### config.mk
export PLATFORM = sky130hd
export DESIGN_NAME = sb_tx_arbiter_flat
export DESIGN_NICKNAME = d
export VERILOG_FILES = /design/src/rtl/sb_tx_arbiter_if.sv /design/src/rtl/sb_tx_arbiter.sv /design/src/flat_wrapper.sv
export SDC_FILE = /design/constraint.sdc
export NUM_CORES = 1
export LEC_CHECK = 0
export ABC_AREA = 1
export CORE_ASPECT_RATIO = 0.7
export CORE_MARGIN = 5
export CORE_UTILIZATION = 30
export DETAILED_ROUTE_END_ITERATION = 8
export MAX_ROUTING_LAYER = met4
export PLACE_DENSITY = 0.62
export SLEW_MARGIN = 20
export SYNTH_ARGS = -nofsm -noshare
export SYNTH_HDL_FRONTEND = slang
export SYNTH_SLANG_ARGS = --single-unit
### constraint.sdc
create_clock -name sb_clk -period 2.09 [get_ports sb_clk]
set_input_delay 0.418 -clock sb_clk [delete_from_list [all_inputs] [get_ports sb_clk]]
set_output_delay 0.418 -clock sb_clk [all_outputs]
set_load 0.02 [all_outputs]
### src/rtl/sb_tx_arbiter_if.sv
// ---------------------------------------------------------------------------
// sb_tx_arbiter_if
//
// Bundles the frame-source handshake and the serializer handshake of the
// sideband transmit arbiter.
//
//   req       [2:0]   per-source frame request (0 = LT, 1 = ATR, 2 = ATC)
//   in_data   [23:0]  per-source byte, bits [8i+7:8i] belong to source i
//   in_valid  [2:0]   per-source byte valid
//   in_last   [2:0]   per-source last-byte flag
//   in_ready  [2:0]   per-source byte accepted (only the granted bit)
//   gnt       [2:0]   one-hot registered grant
//   ser_data  [7:0]   byte to serializer
//   ser_valid         byte valid to serializer
//   ser_last          final byte of frame
//   ser_ready         serializer accepts byte
//   ser_abort         one-cycle pulse, serializer discards partial frame
//   abort_id  [1:0]   index of the aborted source, valid with ser_abort
//   busy              arbiter not idle
//
// Modports:
//   master : the frame sources plus the serializer (drives requests/ready)
//   slave  : the arbiter itself
// ---------------------------------------------------------------------------
interface sb_tx_arbiter_if;
  logic [2:0]  req;
  logic [23:0] in_data;
  logic [2:0]  in_valid;
  logic [2:0]  in_last;
  logic [2:0]  in_ready;
  logic [2:0]  gnt;
  logic [7:0]  ser_data;
  logic        ser_valid;
  logic        ser_last;
  logic        ser_ready;
  logic        ser_abort;
  logic [1:0]  abort_id;
  logic        busy;

  modport master (
    output req, in_data, in_valid, in_last, ser_ready,
    input  in_ready, gnt, ser_data, ser_valid, ser_last, ser_abort,
           abort_id, busy
  );

  modport slave (
    input  req, in_data, in_valid, in_last, ser_ready,
    output in_ready, gnt, ser_data, ser_valid, ser_last, ser_abort,
           abort_id, busy
  );
endinterface

### src/rtl/sb_tx_arbiter.sv
// ---------------------------------------------------------------------------
// sb_tx_arbiter
//
// Shares the single sideband transmit serializer among three frame sources:
// LT (link training, index 0), ATR (AT responses, index 1) and ATC
// (AT commands, index 2). One source is granted at a time and its bytes are
// passed combinationally to the serializer over valid/ready. After every
// frame end or abort a fixed idle gap is enforced. Frames are aborted when
// the granted source drops its request mid-frame, stalls for TIMEOUT cycles,
// or exceeds MAX_BYTES without a last byte.
//
// Ports:
//   sb_clk  sideband clock, the only clock
//   rst     asynchronous active-low reset
//   sb      sb_tx_arbiter_if.slave, all handshake/data signals
//
// Parameters:
//   N_REQ       number of requesters, fixed at 3
//   MAX_BYTES   maximum bytes per frame including the last byte
//   GAP_CYCLES  idle cycles after every frame end or abort (0 is legal)
//   TIMEOUT     consecutive in_valid-low XFER cycles before an abort
//
// Build option:
//   SB_ARB_RR_EN  when defined, ATR and ATC alternate via a round-robin
//                 pointer (LT still has absolute priority). When undefined,
//                 selection is fixed priority LT > ATR > ATC.
// ---------------------------------------------------------------------------
module sb_tx_arbiter #(
  parameter int N_REQ      = 3,
  parameter int MAX_BYTES  = 16,
  parameter int GAP_CYCLES = 10,
  parameter int TIMEOUT    = 64
) (
  input logic            sb_clk,
  input logic            rst,
  sb_tx_arbiter_if.slave sb
);

  localparam int BYTE_W = $clog2(MAX_BYTES + 1);
  localparam int TO_W   = $clog2(TIMEOUT + 1);
  localparam int GAP_W  = (GAP_CYCLES > 0) ? $clog2(GAP_CYCLES + 1) : 1;

  localparam logic [BYTE_W-1:0] BYTE_LAST = BYTE_W'(MAX_BYTES - 1);
  localparam logic [BYTE_W-1:0] BYTE_MAX  = BYTE_W'(MAX_BYTES);
  localparam logic [TO_W-1:0]   TO_LAST   = TO_W'(TIMEOUT - 1);
  localparam logic [TO_W-1:0]   TO_MAX    = TO_W'(TIMEOUT);
  localparam logic [GAP_W-1:0]  GAP_LAST  = GAP_W'((GAP_CYCLES > 0) ? (GAP_CYCLES - 1) : 0);

  typedef enum logic [1:0] {
    ST_IDLE = 2'd0,
    ST_XFER = 2'd1,
    ST_GAP  = 2'd2
  } state_e;

  state_e             state_r, state_s;
  logic [N_REQ-1:0]   gnt_r, gnt_s;
  logic [1:0]         gidx_r, gidx_s;
  logic [BYTE_W-1:0]  byte_cnt_r, byte_cnt_s;
  logic [TO_W-1:0]    to_cnt_r, to_cnt_s;
  logic [GAP_W-1:0]   gap_cnt_r, gap_cnt_s;
  logic               ser_abort_r, ser_abort_s;
  logic [1:0]         abort_id_r, abort_id_s;

  logic [1:0]         win_idx_s;
  logic [N_REQ-1:0]   win_vec_s;

  logic [7:0]         ser_data_s;
  logic               ser_valid_s;
  logic               ser_last_s;
  logic               req_g_s;
  logic [N_REQ-1:0]   in_ready_s;

  logic               xfer_s;
  logic               last_xfer_s;
  logic               abort_drop_s;
  logic               abort_to_s;
  logic               abort_ovf_s;
  logic               abort_s;

`ifdef SB_ARB_RR_EN
  // 1 = ATC is favoured on the next ATR/ATC contention, 0 = ATR is favoured.
  logic               rr_fav_atc_r;

  // Round-robin pointer: after granting one of ATR/ATC, favour the other.
  always_ff @(posedge sb_clk or negedge rst) begin
    if (!rst) begin
      rr_fav_atc_r <= 1'b0;
    end else if ((state_r == ST_IDLE) && (sb.req != 3'b000)) begin
      if (win_idx_s == 2'd1) begin
        rr_fav_atc_r <= 1'b1;
      end else if (win_idx_s == 2'd2) begin
        rr_fav_atc_r <= 1'b0;
      end else begin
        rr_fav_atc_r <= rr_fav_atc_r;
      end
    end else begin
      rr_fav_atc_r <= rr_fav_atc_r;
    end
  end
`endif

  // Winner selection: LT always first, then ATR/ATC.
  always_comb begin
    win_idx_s = 2'd0;
    if (sb.req[0]) begin
      win_idx_s = 2'd0;
`ifdef SB_ARB_RR_EN
    end else if (sb.req[1] && sb.req[2]) begin
      win_idx_s = rr_fav_atc_r ? 2'd2 : 2'd1;
`endif
    end else if (sb.req[1]) begin
      win_idx_s = 2'd1;
    end else if (sb.req[2]) begin
      win_idx_s = 2'd2;
    end else begin
      win_idx_s = 2'd0;
    end
    win_vec_s = {{(N_REQ-1){1'b0}}, 1'b1} << win_idx_s;
  end

  // Byte mux from the granted source to the serializer; all zero without a grant.
  always_comb begin
    ser_data_s  = 8'h00;
    ser_valid_s = 1'b0;
    ser_last_s  = 1'b0;
    req_g_s     = 1'b0;
    in_ready_s  = {N_REQ{1'b0}};
    if (gnt_r != {N_REQ{1'b0}}) begin
      case (gidx_r)
        2'd0: begin
          ser_data_s  = sb.in_data[7:0];
          ser_valid_s = sb.in_valid[0];
          ser_last_s  = sb.in_last[0];
          req_g_s     = sb.req[0];
        end
        2'd1: begin
          ser_data_s  = sb.in_data[15:8];
          ser_valid_s = sb.in_valid[1];
          ser_last_s  = sb.in_last[1];
          req_g_s     = sb.req[1];
        end
        2'd2: begin
          ser_data_s  = sb.in_data[23:16];
          ser_valid_s = sb.in_valid[2];
          ser_last_s  = sb.in_last[2];
          req_g_s     = sb.req[2];
        end
        default: begin
          ser_data_s  = 8'h00;
          ser_valid_s = 1'b0;
          ser_last_s  = 1'b0;
          req_g_s     = 1'b0;
        end
      endcase
      in_ready_s = gnt_r & {N_REQ{sb.ser_ready}};
    end else begin
      in_ready_s = {N_REQ{1'b0}};
    end
  end

  // Transfer detection and the three abort conditions. A normal last byte
  // masks every abort condition, so an exactly MAX_BYTES-long frame and a
  // request dropped together with the last byte both end cleanly.
  always_comb begin
    xfer_s       = ser_valid_s & sb.ser_ready;
    last_xfer_s  = xfer_s & ser_last_s;
    abort_drop_s = ~req_g_s;
    abort_to_s   = ~ser_valid_s & (to_cnt_r >= TO_LAST);
    abort_ovf_s  = xfer_s & ~ser_last_s & (byte_cnt_r >= BYTE_LAST);
    abort_s      = (abort_drop_s | abort_to_s | abort_ovf_s) & ~last_xfer_s;
  end

  // Next-state, grant, counters and abort pulse.
  always_comb begin
    state_s     = state_r;
    gnt_s       = gnt_r;
    gidx_s      = gidx_r;
    byte_cnt_s  = byte_cnt_r;
    to_cnt_s    = to_cnt_r;
    gap_cnt_s   = gap_cnt_r;
    ser_abort_s = 1'b0;
    abort_id_s  = abort_id_r;
    case (state_r)
      ST_IDLE: begin
        if (sb.req != 3'b000) begin
          state_s    = ST_XFER;
          gnt_s      = win_vec_s;
          gidx_s     = win_idx_s;
          byte_cnt_s = {BYTE_W{1'b0}};
          to_cnt_s   = {TO_W{1'b0}};
        end else begin
          state_s = ST_IDLE;
        end
      end
      ST_XFER: begin
        if (last_xfer_s || abort_s) begin
          // With no gap configured the FSM skips GAP entirely.
          state_s     = (GAP_CYCLES == 0) ? ST_IDLE : ST_GAP;
          gnt_s       = {N_REQ{1'b0}};
          gap_cnt_s   = {GAP_W{1'b0}};
          byte_cnt_s  = {BYTE_W{1'b0}};
          to_cnt_s    = {TO_W{1'b0}};
          ser_abort_s = abort_s;
          abort_id_s  = abort_s ? gidx_r : abort_id_r;
        end else begin
          if (xfer_s && (byte_cnt_r != BYTE_MAX)) begin
            byte_cnt_s = byte_cnt_r + 1'b1;
          end else begin
            byte_cnt_s = byte_cnt_r;
          end
          // Only cycles with in_valid low count toward the stall timeout.
          if (ser_valid_s) begin
            to_cnt_s = {TO_W{1'b0}};
          end else if (to_cnt_r != TO_MAX) begin
            to_cnt_s = to_cnt_r + 1'b1;
          end else begin
            to_cnt_s = to_cnt_r;
          end
        end
      end
      ST_GAP: begin
        if (gap_cnt_r >= GAP_LAST) begin
          state_s = ST_IDLE;
        end else begin
          gap_cnt_s = gap_cnt_r + 1'b1;
        end
      end
      default: begin
        state_s = ST_IDLE;
        gnt_s   = {N_REQ{1'b0}};
      end
    endcase
  end

  // State and control registers.
  always_ff @(posedge sb_clk or negedge rst) begin
    if (!rst) begin
      state_r     <= ST_IDLE;
      gnt_r       <= {N_REQ{1'b0}};
      gidx_r      <= 2'd0;
      byte_cnt_r  <= {BYTE_W{1'b0}};
      to_cnt_r    <= {TO_W{1'b0}};
      gap_cnt_r   <= {GAP_W{1'b0}};
      ser_abort_r <= 1'b0;
      abort_id_r  <= 2'd0;
    end else begin
      state_r     <= state_s;
      gnt_r       <= gnt_s;
      gidx_r      <= gidx_s;
      byte_cnt_r  <= byte_cnt_s;
      to_cnt_r    <= to_cnt_s;
      gap_cnt_r   <= gap_cnt_s;
      ser_abort_r <= ser_abort_s;
      abort_id_r  <= abort_id_s;
    end
  end

  assign sb.gnt       = gnt_r;
  assign sb.in_ready  = in_ready_s;
  assign sb.ser_data  = ser_data_s;
  assign sb.ser_valid = ser_valid_s;
  assign sb.ser_last  = ser_last_s;
  assign sb.ser_abort = ser_abort_r;
  assign sb.abort_id  = abort_id_r;
  assign sb.busy      = (state_r != ST_IDLE);

endmodule
### src/flat_wrapper.sv
// flat-port wrapper written by rule: the top's interface ports become plain ports
module sb_tx_arbiter_flat 
#(
  parameter int N_REQ      = 3,
  parameter int MAX_BYTES  = 16,
  parameter int GAP_CYCLES = 10,
  parameter int TIMEOUT    = 64
)
  (sb_clk, rst, sb_req, sb_in_data, sb_in_valid, sb_in_last, sb_ser_ready, sb_in_ready, sb_gnt, sb_ser_data, sb_ser_valid, sb_ser_last, sb_ser_abort, sb_abort_id, sb_busy);
  sb_tx_arbiter_if sb_i ();
  input logic sb_clk;
  input logic rst;
  input wire logic [$bits(sb_i.req)-1:0] sb_req;
  input wire logic [$bits(sb_i.in_data)-1:0] sb_in_data;
  input wire logic [$bits(sb_i.in_valid)-1:0] sb_in_valid;
  input wire logic [$bits(sb_i.in_last)-1:0] sb_in_last;
  input wire logic [$bits(sb_i.ser_ready)-1:0] sb_ser_ready;
  output wire logic [$bits(sb_i.in_ready)-1:0] sb_in_ready;
  output wire logic [$bits(sb_i.gnt)-1:0] sb_gnt;
  output wire logic [$bits(sb_i.ser_data)-1:0] sb_ser_data;
  output wire logic [$bits(sb_i.ser_valid)-1:0] sb_ser_valid;
  output wire logic [$bits(sb_i.ser_last)-1:0] sb_ser_last;
  output wire logic [$bits(sb_i.ser_abort)-1:0] sb_ser_abort;
  output wire logic [$bits(sb_i.abort_id)-1:0] sb_abort_id;
  output wire logic [$bits(sb_i.busy)-1:0] sb_busy;
  assign sb_i.req = sb_req;
  assign sb_i.in_data = sb_in_data;
  assign sb_i.in_valid = sb_in_valid;
  assign sb_i.in_last = sb_in_last;
  assign sb_i.ser_ready = sb_ser_ready;
  assign sb_in_ready = sb_i.in_ready;
  assign sb_gnt = sb_i.gnt;
  assign sb_ser_data = sb_i.ser_data;
  assign sb_ser_valid = sb_i.ser_valid;
  assign sb_ser_last = sb_i.ser_last;
  assign sb_ser_abort = sb_i.ser_abort;
  assign sb_abort_id = sb_i.abort_id;
  assign sb_busy = sb_i.busy;
  sb_tx_arbiter #(.N_REQ(N_REQ), .MAX_BYTES(MAX_BYTES), .GAP_CYCLES(GAP_CYCLES), .TIMEOUT(TIMEOUT)) u_core (.sb_clk(sb_clk), .rst(rst), .sb(sb_i));
endmodule
==> results.md <==
- The slowest stage of the critical path belongs to the cell sky130_fd_sc_hd__dfrtp_1.
- The required arrival time at the worst endpoint is 2320 ps.
- The synthesized net count is 319.
- Max-cap violations in this run came to 0.
- The final period demand of the worst path is 2040 ps.
- The CTS tree is built.
- Entering global routing, the biggest net connects 27 pins.
- Pin placement for this block handled 56 I/O pins.
- The final wirelength is 5380 um.
- The count of inserted antenna diode cells is 0.
- The vertical die dimension is 75.9 um.
- The standby leakage power is 1.53 nW.
- Global routing consumed, over all layers together, 13.8% of the routing resources.
- The number of hold violations in the final report is 0.
- The number of standard cells after synthesis is 272.
- The family of cells with the greatest summed delay on the critical path is simple AND/OR/NAND/NOR gates.
- The floorplan step defined a die boundary enclosing 0.00791 sq mm.
- The post-detailed-route count of antenna-violating nets is 0.
- The final worst-path cycle share is 97.7%.
- Cells with a size suffix above 1 make up 22.7% of the layout.
- The core outline area is 0.00613 sq mm.
- In this run the tightest slew margin relative to its limit is 72.2%.
- The most common cell after layout, fill and taps aside is sky130_fd_sc_hd__nand2_1.
- After detailed routing, the number of remaining DRC violations is 0.
- Global routing consumed, on the met2 layer, 21.7% of the routing resources.
- The total grt overflow is 0.
- The number of unique standard cell types used by synthesis is 27.
- The initial detailed-routing violation count is 68.
- Leaving out fill and tap cells, the most frequent cells in the layout are sky130_fd_sc_hd__nand2_1 (88), sky130_fd_sc_hd__inv_1 (41), sky130_fd_sc_hd__clkdlybuf4s50_1 (41), sky130_fd_sc_hd__buf_4 (32), sky130_fd_sc_hd__dfrtp_1 (24).
- Traced cell by cell, the critical path runs through ha_2, nand2_1, nor2_1, ha_2, or2_1, o21bai_4, nand2_2, buf_6, inv_2, nand2_2, nand2_2, nor2_4, buf_12, nand4_1, nand2_1.
- Detailed placement ended at an HPWL of 4410 um.
- The initial core utilization is 30.4%.
- Excluding fillers, the count of instances in the completed layout stands at 444.
- The average instance area after synthesis is 6.85 sq um.
- The post-synthesis instance area is 0.00186 sq mm.
- The number of clock buffers added by TritonCTS is 3.
- The via total after detailed routing is 1,980.
- The maximum clock frequency is 0.490 GHz.
- The cell repeated most along the worst path is sky130_fd_sc_hd__nand2_2.
- The class of the most critical hold timing path is reg2reg.
- The pre-antenna-repair detailed-routing pass consisted of 5 iterations.
- The die is 104 um wide.
- After the last flow step, the layout net total stands at 414.
- At the later pin of the worst-skew pair, clock insertion delay measures 280 ps.
- The detail-routed via count per cell is 4.46.
- Dividing the detail-routed wire length by the instance count gives 12.1 um.
- Buffers placed on the I/O ports in this run total 55.
- The layout has 608 filler cells.
- At the pin with the least slew margin, the transition time is 415 ps.
- Sequential elements use 34.9% of the synthesized area.
- The number of antenna violations at the first check in global routing came to 0.
- In this run the power density over the cells is 1060 mW/mm^2.
- The critical path is of the reg2reg type.
- The clock sink count is 26.
- The number of buffer and inverter stages on the critical path is 3.
- Relative to the synthesized area, the layout overhead comes to 55.7%.
- The worst setup path is captured at a flop.
- The maximum clock path buffer count is 2.
- After clock tree synthesis, the flow added hold-fix buffers numbering 0.
- Across all hold checks on the routed design, the worst slack comes to 484 ps.
- The Yosys step of the flow raised 0 warnings.
- Global routing consumed, on the met1 layer, 19.2% of the routing resources.
- The global routing stage identified its most utilized layer as met2.
- At the end of routability-driven placement, the weighted congestion stood at 0.777.
- Clock-pin slew was measured on the worst setup and hold paths at 110 ps.
- The worst-path maximum fanout is 6.
- The wire length of the first global-routing pass is 8970 um.
- The root buffer cell is sky130_fd_sc_hd__clkbuf_8.
- The peak supply drop is 0.000480 V.
- Setup violations remaining at the end of the flow were counted as 0.
- The max-slew violation total from the final report is 0.
- The fraction of met3 tracks used by global routing is 2.80%.
- Row generation in the floorplan step produced 24 rows.
- For the final database, setup skew stands at 17.2 ps.
- The number of synthesized register bits is 26.
- The flow ran to the end, and the final reports show no timing, DRC or antenna violations.
- The worst setup path is launched from a flop.
- In this run, placement finished with an instance count of 436.
- In this run the number of H-tree levels came out at 1.
- The number of global-route vias before repair is 1,932.
- Setup repair after global routing could not meet its margin everywhere.
- The biggest cell delay along the critical path is 400 ps.
- Data arrives at the worst endpoint at 2270 ps.
==> cells in the mapped netlist <==
master	instances	area, sq um
sky130_fd_sc_hd__dfrtp_1	26	651
sky130_fd_sc_hd__o21ai_0	4	20.0
sky130_fd_sc_hd__o21bai_1	1	7.51
sky130_fd_sc_hd__nand3_1	24	120
sky130_fd_sc_hd__a31oi_1	1	6.26
sky130_fd_sc_hd__buf_6	1	11.3
sky130_fd_sc_hd__nand2_2	1	6.26
sky130_fd_sc_hd__nand4_1	13	81.3
sky130_fd_sc_hd__nand2_1	95	357
sky130_fd_sc_hd__or2_1	1	6.26
sky130_fd_sc_hd__nor3_1	2	10.0
sky130_fd_sc_hd__clkinv_1	2	7.51
sky130_fd_sc_hd__nor2_2	3	18.8
sky130_fd_sc_hd__nor4_1	1	6.26
sky130_fd_sc_hd__xnor2_1	2	17.5
sky130_fd_sc_hd__nor2_4	1	11.3
sky130_fd_sc_hd__nand2_4	1	11.3
sky130_fd_sc_hd__xor2_1	5	43.8
sky130_fd_sc_hd__inv_1	41	154
sky130_fd_sc_hd__a21oi_1	4	20.0
sky130_fd_sc_hd__buf_2	2	10.0
sky130_fd_sc_hd__ha_1	11	138
sky130_fd_sc_hd__inv_2	3	11.3
sky130_fd_sc_hd__nand3_2	1	10.0
sky130_fd_sc_hd__o21ai_2	5	43.8
sky130_fd_sc_hd__o21ai_1	4	20.0
sky130_fd_sc_hd__nor2_1	17	63.8
==> layout make-up <==
class,instances,area [sq um],area share (%)
well taps,78,97.6,3.36
clock buffers,3,41.3,1.42
clock inverters,1,30.0,1.04
multi-input cells,197,1080,37.4
flip-flops and latches,26,653,22.5
inverters,46,173,5.95
repair buffers,93,822,28.3
==> metrics by stage <==
| step | cell area [sq um] | setup TNS (ps) | power, mW | util [%] | setup WS (ps) |
|---|---|---|---|---|---|
| floorplan | 1860 | 0 | 1.73 | - | 199 |
| global placement | 2750 | -1980 | 2.62 | 44.8 | -168 |
| detailed placement | 2750 | -2680 | 2.63 | 44.8 | -164 |
| CTS | 2840 | 0 | 3.02 | 46.3 | 0.901 |
| global route | 2900 | -203 | 3.33 | 47.3 | -50.9 |
| finish | 2900 | 0 | 3.08 | 47.3 | 47.3 |
==> where the power goes <==
| group | total [mW] | internal (mW) | switching [mW] |
|---|---|---|---|
| combinational | 1.96 | 0.805 | 1.16 |
| clock | 0.429 | 0.257 | 0.172 |
| sequential | 0.685 | 0.600 | 0.0847 |
| total | 3.08 | 1.66 | 1.41 |
==> registers in the layout, indices dropped and copies added (netlist names) <==
signal               count
u_core.to_cnt_r          7
u_core.byte_cnt_r        5
u_core.gap_cnt_r         4
u_core.sb.gnt            3
u_core.gidx_r            2
u_core.sb.abort_id       2
u_core.state_r           2
u_core.sb.ser_abort      1
==> what timing repair did <==
| action | CTS | global route |
|---|---|---|
| pin swaps | 3 | 11 |
| buffers inserted | 0 | 4 |
| gates resized for setup | 29 | 29 |
| endpoints found under the setup margin | 26 | 28 |
==> logic make-up after synthesis <==
logic type	Yosys count	share of synthesized area, %
compound gates	19	6.31
flops	26	34.9
xor+xnor	7	3.29
buf+inv	49	10.4
simple gates	160	37.7
fa+ha+maj	11	7.39
==> tightest hold or removal path, delay by kind of cell (launching register included) <==
family	cells	cell delay [ps]
flip-flops	1	350
AND/OR/NAND/NOR	2	100
==> path summary, 6_finish.rpt <==
path | start | slack (ps) | cells past startpoint | to
max | u_core.byte_cnt_r[1] | 50 | 15 | u_core.byte_cnt_r[2]
min | u_core.gap_cnt_r[3] | 480 | 2 | u_core.gap_cnt_r[3]
max reg2reg | u_core.byte_cnt_r[1] | 50 | 15 | u_core.byte_cnt_r[2]
min reg2reg | u_core.gap_cnt_r[3] | 480 | 2 | u_core.gap_cnt_r[3]
max in group asynchronous | rst | 1310 | 2 | u_core.gap_cnt_r[0]
min in group asynchronous | rst | 500 | 2 | u_core.sb.abort_id[0]
==> metal layers <==
metal  vias up  part of all wire [%]
met2        17                    48
met1       920                    49
li1       1041                     -
met4         0                  0.32
met3         2                   2.6
met5         -                     0
(Power assumes the default switching activity.)
